`src/rtl/serial_adder_pkg.sv`:
```
// Shared types for the bit-serial adder controller.
package serial_adder_pkg;

  localparam int DEFAULT_N = 4;

  typedef enum logic [1:0] {
    ST_IDLE,
    ST_RUN,
    ST_DONE
  } state_t;

endpackage

```
`src/rtl/full_adder_1b.sv`:
```
// One-bit full adder from two half adders and an OR.
module full_adder_1b (
  input  logic a,
  input  logic b,
  input  logic cin,
  output logic s,
  output logic cout
);

  logic s1;
  logic c1;
  logic c2;

  halfAdder1b u_ha0 (
    .a (a),
    .b (b),
    .s (s1),
    .c (c1)
  );

  halfAdder1b u_ha1 (
    .a (s1),
    .b (cin),
    .s (s),
    .c (c2)
  );

  assign cout = c1 | c2;

endmodule

```
`src/rtl/halfAdder1b.sv`:
```
// One-bit half adder: sum and carry of two inputs.
module halfAdder1b (
  input  logic a,
  input  logic b,
  output logic s,
  output logic c
);

  assign s = a ^ b;
  assign c = a & b;

endmodule

```
`src/rtl/serial_adder_ctrl.sv`:
```
// Bit-serial N-bit adder controller, LSB first, one full-adder cell.
// Define SERIAL_SUB_EN to add the sub port (A-B via ~B and carry-in 1).
module serial_adder_ctrl
  import serial_adder_pkg::*;
#(
  parameter int N = DEFAULT_N
) (
  input  logic         clock,
  input  logic         reset,
  input  logic         start,
  input  logic [N-1:0] A,
  input  logic [N-1:0] B,
`ifdef SERIAL_SUB_EN
  input  logic         sub,
`endif
  output logic         busy,
  output logic         done,
  output logic [N-1:0] S,
  output logic         Cout
);

  localparam int CNT_W = $clog2(N + 1);
  localparam logic [CNT_W-1:0] LAST = CNT_W'(N - 1);

  state_t state_q, state_d;
  logic [N-1:0] a_q, a_d;
  logic [N-1:0] b_q, b_d;
  logic [N-1:0] s_q, s_d;
  logic [CNT_W-1:0] cnt_q, cnt_d;
  logic carry_q, carry_d;
  logic cout_q, cout_d;

  logic fa_s;
  logic fa_co;
  logic [N-1:0] b_in;
  logic cin0;

`ifdef SERIAL_SUB_EN
  assign b_in = sub ? ~B : B;
  assign cin0 = sub;
`else
  assign b_in = B;
  assign cin0 = 1'b0;
`endif

  full_adder_1b u_fa (
    .a    (a_q[0]),
    .b    (b_q[0]),
    .cin  (carry_q),
    .s    (fa_s),
    .cout (fa_co)
  );

  always_ff @(posedge clock) begin
    if (reset) begin
      state_q <= ST_IDLE;
      a_q     <= '0;
      b_q     <= '0;
      s_q     <= '0;
      cnt_q   <= '0;
      carry_q <= 1'b0;
      cout_q  <= 1'b0;
    end else begin
      state_q <= state_d;
      a_q     <= a_d;
      b_q     <= b_d;
      s_q     <= s_d;
      cnt_q   <= cnt_d;
      carry_q <= carry_d;
      cout_q  <= cout_d;
    end
  end

  always_comb begin
    state_d = state_q;
    a_d     = a_q;
    b_d     = b_q;
    s_d     = s_q;
    cnt_d   = cnt_q;
    carry_d = carry_q;
    cout_d  = cout_q;
    unique case (state_q)
      ST_IDLE, ST_DONE: begin
        if (start) begin
          a_d     = A;
          b_d     = b_in;
          carry_d = cin0;
          cnt_d   = '0;
          s_d     = '0;
          cout_d  = 1'b0;
          state_d = ST_RUN;
        end else begin
          state_d = ST_IDLE;
        end
      end
      ST_RUN: begin
        // Sum bits enter at the MSB so bit 0 lands at S[0] after N shifts.
        s_d     = {fa_s, s_q[N-1:1]};
        carry_d = fa_co;
        a_d     = a_q >> 1;
        b_d     = b_q >> 1;
        cnt_d   = cnt_q + 1'b1;
        if (cnt_q == LAST) begin
          cout_d  = fa_co;
          state_d = ST_DONE;
        end
      end
      default: state_d = ST_IDLE;
    endcase
  end

  always_comb begin
    busy = (state_q == ST_RUN);
    done = (state_q == ST_DONE);
    S    = s_q;
    Cout = cout_q;
  end

endmodule

```
`config.mk`:
```
export PLATFORM = sky130hd
export DESIGN_NAME = serial_adder_ctrl
export DESIGN_NICKNAME = d
export VERILOG_FILES = /design/src/rtl/serial_adder_pkg.sv /design/src/rtl/full_adder_1b.sv /design/src/rtl/halfAdder1b.sv /design/src/rtl/serial_adder_ctrl.sv
export SDC_FILE = /design/constraint.sdc
export NUM_CORES = 1
export LEC_CHECK = 0
export CORE_MARGIN = 4
export CORE_UTILIZATION = 40
export CTS_CLUSTER_DIAMETER = 200
export DETAILED_ROUTE_END_ITERATION = 10
export PLACE_DENSITY_LB_ADDON = 0.2
export SETUP_SLACK_MARGIN = 0.4
export SLEW_MARGIN = 20
export SYNTH_ARGS = -nofsm -noshare
export SYNTH_HDL_FRONTEND = slang
export SYNTH_SLANG_ARGS = --single-unit
```
`constraint.sdc`:
```
create_clock -name clock -period 1.14 [get_ports clock]
set_input_delay 0.285 -clock clock [delete_from_list [all_inputs] [get_ports clock]]
set_output_delay 0.285 -clock clock [all_outputs]
set_load 0.01 [all_outputs]
```
==> results_dict.tcl <==
set metrics [dict create \
    worst-endpoint-arrival_ns 0.98 \
    outcome "finished with violations" \
    ys_top_cells_by_area "sky130_fd_sc_hd__dfxtp_1, sky130_fd_sc_hd__nand3_2, sky130_fd_sc_hd__a21oi_2" \
    routabilityCongestion 0.715 \
    final.hold.worst_slack_ns 0.477 \
    floorplan.die_area_um2 3230 \
    final_hold_viol_count 0 \
    post_synth.cell_area_avg_um2 10.5 \
    seq_area_frac_synth_pct 39.9 \
    ffs_latches_synth 19 \
    slew_violations 0 \
    critical_path.slowest_cell "sky130_fd_sc_hd__dfxtp_4" \
    worst-r2r-setup-slack_ns -0.11 \
    wl_per_cell_um 14.3 \
    setup.worst_path.class "reg -> out" \
    ys_types 26 \
    post_route_worst_setup_slack_ns -0.125 \
    routed-via-count 773 \
    cp.required_ns 0.85 \
    clockPowerShare_pct 22.6 \
    clock_path_buffers 2 \
    relative_slew_margins_pct 86.5 \
    power_leakage_nw 0.532 \
    synthDominantAreaCellType "sky130_fd_sc_hd__dfxtp_1" \
    first_iter_violations 3 \
    grt_pass1_vias 867 \
    worst_setup_hold_path_clk_slew_ns 0.11 \
    global_route_wire_length_before_repair_um 3770 \
    route.detailed.vias_per_inst 5.12 \
    grt.overflow.total 0 \
    cell_class_contributing_the_biggest_share_of_worst_path_delay "flip-flops" \
    critical_path.cell_chain "and2b_1 -> buf_2" \
    grt.busiest_layer "met2" \
    power.sequential.fraction_pct 49.3 \
    n_fill_cell 184 \
    report.final.setup_viol 19 \
    cts_sinks 19 \
    finalInstanceArea_um2 1510 \
    ratio_of_cells_with_drive_above_1_in_the_final_layout_pct 69.1 \
    finalNetCount 138 \
    power_report.internal_total_mw 1.06 \
    r2r_start "state_q[0]" \
    timing.clock.skew_ns 0.00186 \
    detail-route-antenna-nets 0 \
    yosys_synthesis_warning_count 0 \
    ios 18 \
    cts.root.buffer_cell "sky130_fd_sc_hd__clkbuf_4" \
    critPathLaunchType "flip-flop" \
    fp.coreArea_um2 2230 \
    post_dp_cell_area_um2 1210 \
    pwr_density_cell_nw_per_um2 996 \
    tightest_slew_ns 0.202 \
    worstSetupStartpoint "state_q[0]" \
    cts-htree-levels 1 \
    grt_use_total_pct 14.7 \
    clock_tree_from_tritoncts "yes" \
    rows 17 \
    synth_async_sr_flop_share_pct 0 \
    post-layout-total-power_mw 1.50 \
    buffers_inverters_on_critical_path 1 \
    hold_path_startpoint "carry_q" \
    firstDrtPassIters 2 \
    detailedPlace.worstSlack_ns -0.304 \
    cts-buffers-inserted 3 \
    grtUsageMet3_pct 3.91 \
    combPwrFrac_pct 28.2 \
    antenna_found_initial 0 \
    initial_core_util_pct 42.7 \
    area_growth_pct 58.4 \
    clock_latency_on_the_worst_skew_pair_ns 0.29 \
    synth_enable_flop_cells 0 \
    layout_common_cells "sky130_fd_sc_hd__a21oi_2, sky130_fd_sc_hd__buf_6, sky130_fd_sc_hd__buf_4" \
    synth_ff_type "sky130_fd_sc_hd__dfxtp_1" \
    finalCritPeriodShare_pct 111 \
    synth.cell_area_um2 953 \
    violations "negative setup slack" \
    grt_setup_unrepaired "true" \
    floorplan.die.width_um 56.8 \
    post-route-util_pct 67.6 \
    die_height_um 56.8 \
    port-buffer-count 17 \
    maximum_number_of_pins_on_one_net_before_global_route_repair 20 \
    timing.hold.worst.class "reg -> reg" \
    global_route.usage.met1_pct 17.3 \
    top_area_cell_type_share_of_the_netlist_area_pct 39.9 \
    final_period_minus_worst_setup_slack_ns 1.26 \
    place_hpwl_um 1260 \
    diodes 0 \
    postSynthCellCount 91 \
    switchingPower_mw 0.444 \
    max-vdd-ir-drop_v 0.000715 \
    drc 0 \
    timing.critical_path.slowest_cell_delay_ns 0.38 \
    fmax_mhz 791 \
    timing.critical_path.to_type "primary output" \
    globalRouteMet2Util_pct 25.2 \
    synth_net_count 105 \
    max_cap_violations 0 \
    drt_wl_total_um 2150 \
    critPathMaxFanout 3 \
    p_sw_share_pct 29.5 \
]
[routing by layer]
layer,vias to the layer above,part of all wire [%]
met2,14,53
li1,385,-
met3,4,4.4
met5,-,0
met4,0,1.7
met1,370,41
[registers in the layout, indices dropped and copies added, names as in the netlist]
| name | flops |
|---|---|
| a_q | 4 |
| b_q | 4 |
| S | 4 |
| cnt_q | 3 |
| state_q | 2 |
| Cout | 1 |
| carry_q | 1 |
[cell families (layout without fill, tap and decap cells)]
logic type | Yosys count | count (layout) | synth area share, %
simple gates | 41 | 41 | 31.0
buf+inv | 10 | 42 | 9.97
compound gates | 18 | 18 | 14.4
flops | 19 | 19 | 39.9
fa+ha+maj | 3 | 3 | 4.72
[power groups by stage]
| stage | clock [mW] | combinational, mW | sequential (mW) |
|---|---|---|---|
| global placement | 0 | 0.278 | 0.747 |
| finish | 0.339 | 0.424 | 0.741 |
| global route | 0.385 | 0.463 | 0.748 |
| CTS | 0.368 | 0.363 | 0.736 |
| detailed placement | 0 | 0.281 | 0.748 |
| floorplan | 0 | 0.221 | 0.746 |
[worst register-to-register path: stages, from the launching register on]
cell and delay, ns:
sky130_fd_sc_hd__dfxtp_4 0.37, sky130_fd_sc_hd__buf_4 0.13, sky130_fd_sc_hd__buf_6 0.11, sky130_fd_sc_hd__nand2b_4 0.21
sky130_fd_sc_hd__buf_4 0.17, sky130_fd_sc_hd__o22ai_2 0.11, sky130_fd_sc_hd__nor3_1 0.06
[worst paths after layout]
path,to,cells past startpoint
max reg2reg,b_q[1],6
max,done,2
min reg2reg,carry_q,2
min,carry_q,2
[cells in the mapped netlist, types with 2 or more instances]
cell and instances:
sky130_fd_sc_hd__nand3_1 3, sky130_fd_sc_hd__buf_2 3, sky130_fd_sc_hd__a21oi_2 8, sky130_fd_sc_hd__buf_8 2, sky130_fd_sc_hd__buf_6 2, sky130_fd_sc_hd__dfxtp_1 19, sky130_fd_sc_hd__nand2b_1 3, sky130_fd_sc_hd__nand2_1 8
sky130_fd_sc_hd__nor3_1 6, sky130_fd_sc_hd__a21oi_1 2, sky130_fd_sc_hd__o22ai_1 6, sky130_fd_sc_hd__nand3_2 9, sky130_fd_sc_hd__ha_1 2, sky130_fd_sc_hd__nor3_2 6
[cell type report]
class	count	area, um^2	share of cell area [%]
clock inverters	1	5.00	0.331
inverters	2	10.0	0.663
repair buffers	36	387	25.6
multi-input cells	62	656	43.4
flip-flops and latches	19	395	26.2
well taps	28	35.0	2.32
clock buffers	3	22.5	1.49
[what timing repair did]
item,4_1_cts,5_1_grt
hold buffers,0,0
setup endpoints to repair,26,26
resized for setup,55,19
pin swaps,14,6
setup buffers,7,2
[stage by stage]
stage / std cells / TNS (ns)
2_1_floorplan: 91 / 0
5_1_grt: 151 / -2.34
4_1_cts: 149 / -1.02
3_3_place_gp: 138 / -4.01
6_report: 151 / -1.35
3_5_place_dp: 138 / -4.18
Power figures use the tool's default switching activity.
